File: src/rtl/ecc_telemetry_collector.sv
// ECC telemetry sink: timestamps error events into a FWFT FIFO, keeps saturating counters, runs SBE-rate health FSM.
// Latency: input cycle N updates counters/FIFO/FSM at N+1; evt_valid/evt_ready backpressure, full FIFO drops and flags overflow.

module ecc_telemetry_fifo #(
    parameter int WIDTH = 8,
    parameter int DEPTH = 8
) (
    input  logic             clk,
    input  logic             rst_n,
    input  logic             wr_en,
    input  logic [WIDTH-1:0] wr_data,
    output logic             full,
    input  logic             rd_en,
    output logic             valid,
    output logic [WIDTH-1:0] rd_data
);
    localparam int AW = $clog2(DEPTH);

    logic [WIDTH-1:0] mem [DEPTH];
    logic [AW:0]      wr_ptr;
    logic [AW:0]      rd_ptr;

    // Extra pointer bit distinguishes full from empty when the indices match.
    assign valid   = (wr_ptr != rd_ptr);
    assign full    = (wr_ptr[AW] != rd_ptr[AW]) && (wr_ptr[AW-1:0] == rd_ptr[AW-1:0]);
    assign rd_data = mem[rd_ptr[AW-1:0]];

    always_ff @(posedge clk or negedge rst_n) begin
        if (!rst_n) begin
            wr_ptr <= '0;
            rd_ptr <= '0;
        end else begin
            if (wr_en) wr_ptr <= wr_ptr + 1'b1;
            if (rd_en) rd_ptr <= rd_ptr + 1'b1;
        end
    end

    always_ff @(posedge clk) begin
        if (wr_en) mem[wr_ptr[AW-1:0]] <= wr_data;
    end
endmodule

module ecc_telemetry_collector #(
    parameter int ECC_WIDTH       = 8,
    parameter int CNT_WIDTH       = 16,
    parameter int TS_WIDTH        = 32,
    parameter int FIFO_DEPTH      = 8,
    parameter int WINDOW_CYCLES   = 1024,
    parameter int SBE_WARN_THRESH = 4
) (
    input  logic                            clk,
    input  logic                            rst_n,
    input  logic                            err_sbe,
    input  logic                            err_dbe,
    input  logic                            err_in_parity,
    input  logic [ECC_WIDTH-1:0]            syndrome,
    input  logic                            clr_counts,
    output logic                            evt_valid,
    input  logic                            evt_ready,
    output logic [2+ECC_WIDTH+TS_WIDTH-1:0] evt_data,
    output logic [CNT_WIDTH-1:0]            sbe_count,
    output logic [CNT_WIDTH-1:0]            dbe_count,
    output logic [CNT_WIDTH-1:0]            par_count,
    output logic                            fifo_overflow,
    output logic [1:0]                      health_state,
    output logic                            alarm_irq
);
    localparam int EW    = 2 + ECC_WIDTH + TS_WIDTH;
    localparam int WIN_W = (WINDOW_CYCLES > 2) ? $clog2(WINDOW_CYCLES) : 1;
    localparam int SW    = $clog2(2 * SBE_WARN_THRESH + 1);
    localparam logic [WIN_W-1:0] WIN_LAST = WIN_W'(WINDOW_CYCLES - 1);
    localparam logic [SW-1:0]    WARN_TH  = SW'(SBE_WARN_THRESH);
    localparam logic [SW-1:0]    ALARM_TH = SW'(2 * SBE_WARN_THRESH);

    typedef enum logic [1:0] {
        NORMAL = 2'b00,
        WARN   = 2'b01,
        ALARM  = 2'b10
    } health_t;

    health_t          state, state_nxt;
    logic [TS_WIDTH-1:0] ts;
    logic [WIN_W-1:0] win_cnt;
    logic [SW-1:0]    win_sbe;
    logic [SW-1:0]    win_total;
    logic             win_last;
    logic             is_sbe, is_dbe, is_par, any_evt;
    logic [1:0]       evt_type;
    logic             fifo_full, push, pop;

    // Only the highest-priority flag becomes the event: DBE > PAR > SBE.
    assign is_dbe   = err_dbe;
    assign is_par   = !err_dbe && err_in_parity;
    assign is_sbe   = !err_dbe && !err_in_parity && err_sbe;
    assign any_evt  = err_dbe || err_in_parity || err_sbe;
    assign evt_type = is_dbe ? 2'b10 : (is_par ? 2'b11 : 2'b01);

    assign pop  = evt_valid && evt_ready;
    assign push = any_evt && (!fifo_full || pop);

    ecc_telemetry_fifo #(
        .WIDTH (EW),
        .DEPTH (FIFO_DEPTH)
    ) u_fifo (
        .clk     (clk),
        .rst_n   (rst_n),
        .wr_en   (push),
        .wr_data ({evt_type, syndrome, ts}),
        .full    (fifo_full),
        .rd_en   (pop),
        .valid   (evt_valid),
        .rd_data (evt_data)
    );

    always_ff @(posedge clk or negedge rst_n) begin
        if (!rst_n) ts <= '0;
        else        ts <= ts + 1'b1;
    end

    always_ff @(posedge clk or negedge rst_n) begin
        if (!rst_n) begin
            sbe_count     <= '0;
            dbe_count     <= '0;
            par_count     <= '0;
            fifo_overflow <= 1'b0;
        end else if (clr_counts) begin
            sbe_count     <= '0;
            dbe_count     <= '0;
            par_count     <= '0;
            fifo_overflow <= 1'b0;
        end else begin
            if (is_sbe && sbe_count != '1) sbe_count <= sbe_count + 1'b1;
            if (is_dbe && dbe_count != '1) dbe_count <= dbe_count + 1'b1;
            if (is_par && par_count != '1) par_count <= par_count + 1'b1;
            if (any_evt && fifo_full && !pop) fifo_overflow <= 1'b1;
        end
    end

    // The last window cycle's own SBE is folded in before evaluation.
    assign win_last  = (win_cnt == WIN_LAST);
    assign win_total = (is_sbe && win_sbe != '1) ? win_sbe + 1'b1 : win_sbe;

    always_ff @(posedge clk or negedge rst_n) begin
        if (!rst_n) begin
            win_cnt <= '0;
            win_sbe <= '0;
        end else if (clr_counts) begin
            win_cnt <= '0;
            win_sbe <= '0;
        end else if (win_last) begin
            win_cnt <= '0;
            win_sbe <= '0;
        end else begin
            win_cnt <= win_cnt + 1'b1;
            win_sbe <= win_total;
        end
    end

    always_comb begin
        state_nxt = state;
        if (clr_counts) begin
            state_nxt = NORMAL;
        end else if (is_dbe) begin
            state_nxt = ALARM;
        end else if (win_last) begin
            case (state)
                NORMAL: begin
                    if (win_total >= ALARM_TH)     state_nxt = ALARM;
                    else if (win_total >= WARN_TH) state_nxt = WARN;
                end
                WARN: begin
                    if (win_total >= ALARM_TH) state_nxt = ALARM;
                    else if (win_total == '0)  state_nxt = NORMAL;
                end
                ALARM:   state_nxt = ALARM;
                default: state_nxt = NORMAL;
            endcase
        end
    end

    always_ff @(posedge clk or negedge rst_n) begin
        if (!rst_n) begin
            state     <= NORMAL;
            alarm_irq <= 1'b0;
        end else begin
            state     <= state_nxt;
            alarm_irq <= (state_nxt == ALARM) && (state != ALARM);
        end
    end

    assign health_state = state;
endmodule

File: config.mk
export PLATFORM = sky130hd
export DESIGN_NAME = ecc_telemetry_collector
export DESIGN_NICKNAME = d
export VERILOG_FILES = /design/src/rtl/ecc_telemetry_collector.sv
export SDC_FILE = /design/constraint.sdc
export NUM_CORES = 1
export LEC_CHECK = 0
export CAP_MARGIN = 20
export CORE_MARGIN = 4
export CORE_UTILIZATION = 55
export CTS_BUF_LIST = sky130_fd_sc_hd__clkbuf_4 sky130_fd_sc_hd__clkbuf_8
export CTS_CLUSTER_SIZE = 30
export DETAILED_ROUTE_END_ITERATION = 10
export PLACE_DENSITY = 0.76
export SLEW_MARGIN = 10
export SYNTH_ARGS = -nofsm -noshare
export SYNTH_HDL_FRONTEND = slang
export SYNTH_SLANG_ARGS = --single-unit
File: constraint.sdc
create_clock -name clk -period 6.5 [get_ports clk]
set_input_delay 0.65 -clock clk [delete_from_list [all_inputs] [get_ports clk]]
set_output_delay 0.65 -clock clk [all_outputs]
set_load 0.1 [all_outputs]
==> Flow_metrics.wiki <==
{| class="wikitable"
! Metric !! Value
|-
| Outcome || completed
|-
| Final design instance area without fill || 20800 um2
|-
| FF+latch area || 12800 um2
|-
| Number of cell instances on the worst register-to-register path || 6
|-
| Non-filler instance count after layout || 1619
|-
| Placed instance area || 19400 um2
|-
| Max frequency || 223 MHz
|-
| Sort of element at the start of the critical path || flip-flop
|-
| Cells after Synth || 1002
|-
| Ranking of synthesized cells by area || edfxtp_1 57%, dfrtp_1 15%, mux4_2 11%
|-
| Post-layout minimum cycle time || 4.48 ns
|-
| Worst setup path category || reg2out
|-
| Total Neg Setup Slack || 0 ns
|-
| Sum of routed wire length over all layers || 33900 um
|-
| PwrDens || 506 nW/um2
|-
| Remaining antenna violation count || 0
|-
| Setup crit end kind || primary output
|-
| Number of setup violations in the final report || 0
|-
| Chain of cells forming the critical path || buf_16 -> buf_4 -> mux4_2 -> mux2_2 -> clkdlybuf4s50_1
|-
| Crit share post-route || 68.9%
|-
| CTS hold repair buffers || 0
|-
| Area delta synth->final || 17.0%
|-
| Clock latency on the worst-skew pair || 0.58 ns
|-
| Fraction of the yosys area taken by sequential cells || 71.5%
|-
| Row count || 65
|-
| Worst min path class || in2async
|-
| ANT cells || 0
|-
| Antenna violations before repair || 0
|-
| Global-route wire length before repair || 55200 um
|-
| Flops & latches, synth || 442
|-
| Final Hold Fails || 0
|-
| Count of filler cells inserted in the layout || 2140
|-
| Core area || 31700 um2
|-
| Fin Clk Skew || 0.0266 ns
|-
| Most used standard cells in the synthesized netlist || 336 x edfxtp_1, 106 x dfrtp_1, 84 x mux4_2
|-
| Root buffer cell || clkbuf_8
|-
| Vias in the first global route || 10000
|-
| Clock-pin slew on the worst setup and hold paths || 0.06 ns
|-
| IO buf count || 109
|-
| Share of layout cells above drive strength 1 || 23.7%
|-
| Initial DRC Count || 648
|-
| Sum of net half-perimeters after detailed placement || 18600 um
|-
| 1st-pass router iterations || 5
|-
| CTS H-tree lvls || 3
|-
| Cell with the biggest individual delay on the critical path || clkdlybuf4s50_1
|-
| CTS tree || yes
|-
| Final layout net count || 1184
|-
| Total area of multi-input combinational cells || 4900 um2
|-
| Maximum number of buffers from clock root to sink || 3
|-
| CP arrival || 3.83 ns
|-
| Global router's overall resource usage || 19.7%
|-
| Yosys top cell by area || edfxtp_1
|-
| Mapped Nets || 1025
|-
| Die W || 188 um
|-
| Number of buffers created by CTS || 71
|-
| Share of Yosys cell area claimed by the top area cell type || 56.6%
|-
| Most used flip-flop cell after synthesis || edfxtp_1
|-
| Library cells used by synthesis || 57
|-
| Warnings, synthesis || 0
|-
| Asr flop ratio synth || 24.0%
|-
| Worst endpoint required time || 5.85 ns
|-
| Number of pins with negative max-slew slack in the final report || 0
|-
| Top-level port count || 110
|-
| Pin count of the biggest net entering global routing || 74
|-
| Most frequent cell after synthesis || edfxtp_1
|-
| Cell Area, Synth || 17800 um2
|-
| Peak supply drop || 0.371 mV
|-
| Die height || 188 um
|-
| # DRC || 0
|-
| Final routed wire length divided by cell count || 20.9 um
|-
| DIE AREA || 35300 um2
|-
| Via Count || 9391
|-
| Setup repair after global routing missed its margin || no
|-
| Number of flops mapped to enable cells by yosys || 336
|-
| Maximum net fanout on the critical path || 35
|-
| Transition time at the pin with the least slew margin || 1.10 ns
|-
| Starting density of the core || 56.2%
|-
| Total grt overflow || 0
|-
| Post-cts repair resize count || 0
|-
| Critical path's largest stage delay || 0.98 ns
|-
| Total of max-cap violations || 0
|-
| Final estimated routing congestion in global placement || 0.775
|-
| Number of setup buffers added after CTS || 0
|-
| Relative max-transition margin || 26.7%
|-
| Detailed-route vias per instance || 5.80
|-
| Sinks on the clock net || 442
|-
| Cell Count Post-Placement || 1488
|-
| Post-Synthesis Mean Instance Area || 17.8 um2
|-
| Leakage power summed over all cells || 0.00721 uW
|}
## placed cells by master (no fill, tap or decap), types with 3 or more instances in the layout
| cell | Yosys | routed |
|---|---|---|
| nor2_1 | 67 | 66 |
| nor2b_1 | 4 | 4 |
| nand2_1 | 30 | 30 |
| nand4_1 | 25 | 25 |
| clkbuf_8 | 0 | 77 |
| and3_1 | 5 | 5 |
| or2_2 | 5 | 5 |
| clkinv_2 | 0 | 10 |
| edfxtp_1 | 336 | 336 |
| nor3_1 | 19 | 17 |
| mux2_2 | 44 | 44 |
| clkinv_1 | 0 | 15 |
| clkdlybuf4s50_1 | 0 | 107 |
| or3_1 | 14 | 14 |
| inv_1 | 15 | 15 |
| inv_6 | 0 | 3 |
| nand2b_1 | 3 | 3 |
| nor3_2 | 4 | 6 |
| clkbuf_4 | 0 | 20 |
| nor4_1 | 10 | 10 |
| nand3_1 | 30 | 30 |
| buf_4 | 0 | 15 |
| a311oi_1 | 3 | 3 |
| xnor2_1 | 52 | 52 |
| a21oi_1 | 15 | 15 |
| xor2_1 | 29 | 29 |
| and4_1 | 4 | 3 |
| nor3b_2 | 1 | 5 |
| ha_1 | 8 | 8 |
| mux4_2 | 84 | 84 |
| a211oi_1 | 4 | 4 |
| dfrtp_1 | 106 | 103 |
| o21ai_0 | 8 | 8 |
## worst paths after layout
kind                                        from                 to  slack, ns
worst max-delay path            u_fifo.rd_ptr[0]       evt_data[41]       2.02
max in group asynchronous                  rst_n   u_fifo.rd_ptr[0]       5.17
min in group clk                      clr_counts       sbe_count[1]       0.40
worst max register to register  u_fifo.rd_ptr[1]  u_fifo.mem[1][32]       3.41
worst min register to register        win_cnt[0]         win_cnt[0]       0.48
worst min-delay path                       rst_n      par_count[10]       0.23
## registers in the layout, indices dropped and copies added, names as in the netlist, 10 cells and up
| name | cells |
|---|---|
| u_fifo.mem | 336 |
| win_cnt | 10 |
| ts | 32 |
| sbe_count | 16 |
| par_count | 16 |
| dbe_count | 16 |
## stage by stage
stage | utilization (%) | setup WS, ns | total power (uW) | hold slack, ns
floorplan | - | 1.48 | 7340 | 0.354
global placement | 61.2 | 2.32 | 8300 | 0.443
detailed placement | 61.2 | 2.29 | 8340 | 0.457
CTS | 65.6 | 1.66 | 10700 | 0.239
global route | 65.7 | 1.81 | 11000 | 0.290
finish | 65.7 | 2.02 | 10500 | 0.231
## logic make-up (layout without fill, tap and decap cells)
kind of cell | Yosys count | in the layout | share of synthesized area, %
buffers and inverters | 54 | 269 | 1.24
flip-flops | 442 | 442 | 71.5
multiplexers | 131 | 131 | 13.6
AO/OA/AOI/OAI | 45 | 45 | 1.80
AND/OR/NAND/NOR | 241 | 241 | 7.34
adder cells (fa/ha/maj) | 8 | 8 | 0.562
XOR/XNOR | 81 | 81 | 3.98
## worst max-delay path, delay by kind of cell (launching register included)
| family | cells | cell delay (ns) |
|---|---|---|
| buffers and inverters | 3 | 1.71 |
| muxes | 2 | 0.85 |
| DFF | 1 | 0.67 |
## per-layer routing
layer	routed length (um)	global-route usage (%)	up-vias
met5	0	0	-
met4	592	5.65	0
met3	1880	4.06	53
met2	16900	32.6	249
met1	14600	27.0	4833
li1	-	-	4256
## final cells by class
class | count | share of cell area (%)
inverter | 15 | 0.270
clock inverter | 32 | 0.906
clock buffer | 97 | 5.81
tap | 402 | 2.41
timing repair buffer | 125 | 5.93
sequential | 442 | 61.2
multi-input combinational | 506 | 23.5
## power breakdown
group          switching [uW]  internal (uW)
Combinational            2920           1350
Clock                    1040           1260
Sequential                292           3690
Total                    4250           6290
Power figures use the tool's default switching activity.
==> RTL change (same flow settings) <==
Register the output `sbe_count` once more, without a reset; this adds one clock of latency there. The other outputs are not delayed to match.
--- a/src/rtl/ecc_telemetry_collector.sv
+++ b/src/rtl/ecc_telemetry_collector.sv
@@ -78,6 +78,8 @@
         ALARM  = 2'b10
     } health_t;
 
+    logic [CNT_WIDTH-1:0] sbe_count_s0;
+
     health_t          state, state_nxt;
     logic [TS_WIDTH-1:0] ts;
     logic [WIN_W-1:0] win_cnt;
@@ -119,17 +121,17 @@
 
     always_ff @(posedge clk or negedge rst_n) begin
         if (!rst_n) begin
-            sbe_count     <= '0;
+            sbe_count_s0  <= '0;
             dbe_count     <= '0;
             par_count     <= '0;
             fifo_overflow <= 1'b0;
         end else if (clr_counts) begin
-            sbe_count     <= '0;
+            sbe_count_s0  <= '0;
             dbe_count     <= '0;
             par_count     <= '0;
             fifo_overflow <= 1'b0;
         end else begin
-            if (is_sbe && sbe_count != '1) sbe_count <= sbe_count + 1'b1;
+            if (is_sbe && sbe_count_s0 != '1) sbe_count_s0 <= sbe_count_s0 + 1'b1;
             if (is_dbe && dbe_count != '1) dbe_count <= dbe_count + 1'b1;
             if (is_par && par_count != '1) par_count <= par_count + 1'b1;
             if (any_evt && fifo_full && !pop) fifo_overflow <= 1'b1;
@@ -189,5 +191,9 @@
     end
 
     assign health_state = state;
+    always_ff @(posedge clk) begin
+        sbe_count <= sbe_count_s0;
+    end
+
 endmodule
 
Check against the original RTL: not equivalent (Yosys sat finds a counterexample within 4 cycles, from zero or initial values and one cycle with rst_n low).
==> RTL change against the original RTL <==
  * Die area is 1.7% higher
  * Total power is 1.6% higher
  * Area after synthesis is 1.8% higher
  * Worst setup slack better by 0.039 ns
  * Sequential cell count is 16 higher
  * Clock power is 3% higher
  * Final area is 1.7% higher
  * Routed wire length is 2.6% higher
  * Critical path type unchanged
  * Largest cell class unchanged
==> RTL change: results (changes against the original RTL) <==
[detailed_routing]
met3_length_mm = 2.04  ; was 1.88 mm
drtIter0Drc = 669  ; was 648
met2WireLength_mm = 16.8  ; was 16.9 mm
wl_met1_mm = 15.3  ; was 14.6 mm
drt-vias-per-instance = 5.73  ; was 5.80
wirelength_mm = 34.8  ; was 33.9 mm

[finish]
seqCellArea_um2 = 13100  ; was 12,800 µm²
num-multi-input-gates = 510  ; was 506
layout.nonclk_buf_share_pct = 5.70  ; was 5.93%
clkbuf_count = 105  ; was 97
multi_input_area_share_pct = 23.1  ; was 23.5%
design.seq.count = 458  ; was 442
inv_count = 8  ; was 15
drive_above_1_share_pct = 22.9  ; was 23.7%
fin_cells = 1667  ; was 1,619
clock_cell_area_share_pct = 6.71  ; about the same
final_nets = 1195  ; was 1,184
fillCellCount = 2204  ; was 2,140

[setup_path]
r2r_end = u_fifo.mem[5][7]  ; was u_fifo.mem[1][32]
cp_slowest_stage_delay_ns = 1.01  ; was 0.98 ns
worstSetupEndpoint = evt_data[1]  ; was evt_data[41]
worstPathArrival_ns = 3.79  ; was 3.83 ns
worstPathMaxFanout = 54  ; was 35
r2r_slack_ns = 3.01  ; was 3.41 ns
rr_startpoint = u_fifo.rd_ptr[1]  ; unchanged

[pwr]
power_density_nw_per_um2 = 506  ; about the same
power.leakage_nw = 7.41  ; was 7.21 nW
ir_drop_uv = 429  ; was 371 µV

[synthesis]
async_reset_ff_share_pct = 23.1  ; was 24.0%
synth_nets = 1041  ; was 1,025
syn_inst = 1018  ; was 1,002
synth.distinct_cells = 52  ; was 57
synth_common_cells = edfxtp_1 (336), dfrtp_1 (106), mux4_2 (84)  ; unchanged
synthTopCellsByArea = edfxtp_1 (56%), dfrtp_1 (15%), mux4_2 (10%)  ; was edfxtp_1 (57%), dfrtp_1 (15%), mux4_2 (11%)

[place]
place_area_um2 = 19700  ; was 19,400 µm²
dp.cells = 1540  ; was 1,488
place_ws_ns = 2.32  ; was 2.29 ns
dpl.hpwl_mm = 19.4  ; was 18.6 mm

[sta]
worst_slew_pin_slew_ns = 1.07  ; was 1.10 ns
whs_ns = 0.0564  ; was 0.231 ns
skew_ns = 0.0307  ; was 0.0266 ns
max_freq_mhz = 225  ; was 223 MHz

[grt]
use_met3_pct = 4.59  ; was 4.06%
grt_max_degree = 65  ; was 74
grt_util_met2_pct = 31.6  ; was 32.6%
gr-usage-met1_pct = 28.6  ; was 27.0%
grt_use_total_pct = 19.9  ; was 19.7%
grt_pass1_vias = 10049  ; was 10,031
grt_pass1_wl_mm = 56.2  ; was 55.2 mm

[run_status]
outcome = finished, final reports clean  ; unchanged

-- RTL change: changes by cell type after synthesis, sizes merged, moves of 8 or more --
| cell | change |
|---|---|
| and4 | +10 |
| dfxtp | +16 |
| nor4 | -8 |
| xor2 | +10 |
-- RTL change: cell families after synthesis --
family,Yosys count,synth area share [%]
buffers and inverters,50,1.15
flip-flops,458,72.0
AO/OA/AOI/OAI,54,2.15
AND/OR/NAND/NOR,232,6.69
adder cells (fa/ha/maj),8,0.552
XOR/XNOR,84,4.06
multiplexers,132,13.4
-- RTL change: report_power, final --
group	switching, mW	internal (mW)	total (mW)
Clock	1.05	1.32	2.37
Combinational	2.93	1.34	4.27
Sequential	0.280	3.79	4.07
-- RTL change: worst reg2reg max path, stage by stage (launching register included) --
cell and delay, ns:
dfrtp_4 0.95, xnor2_1 0.18, nand3_1 0.14, o31a_1 0.27, nand2_1 0.16, nor3b_2 0.71, buf_4 0.66
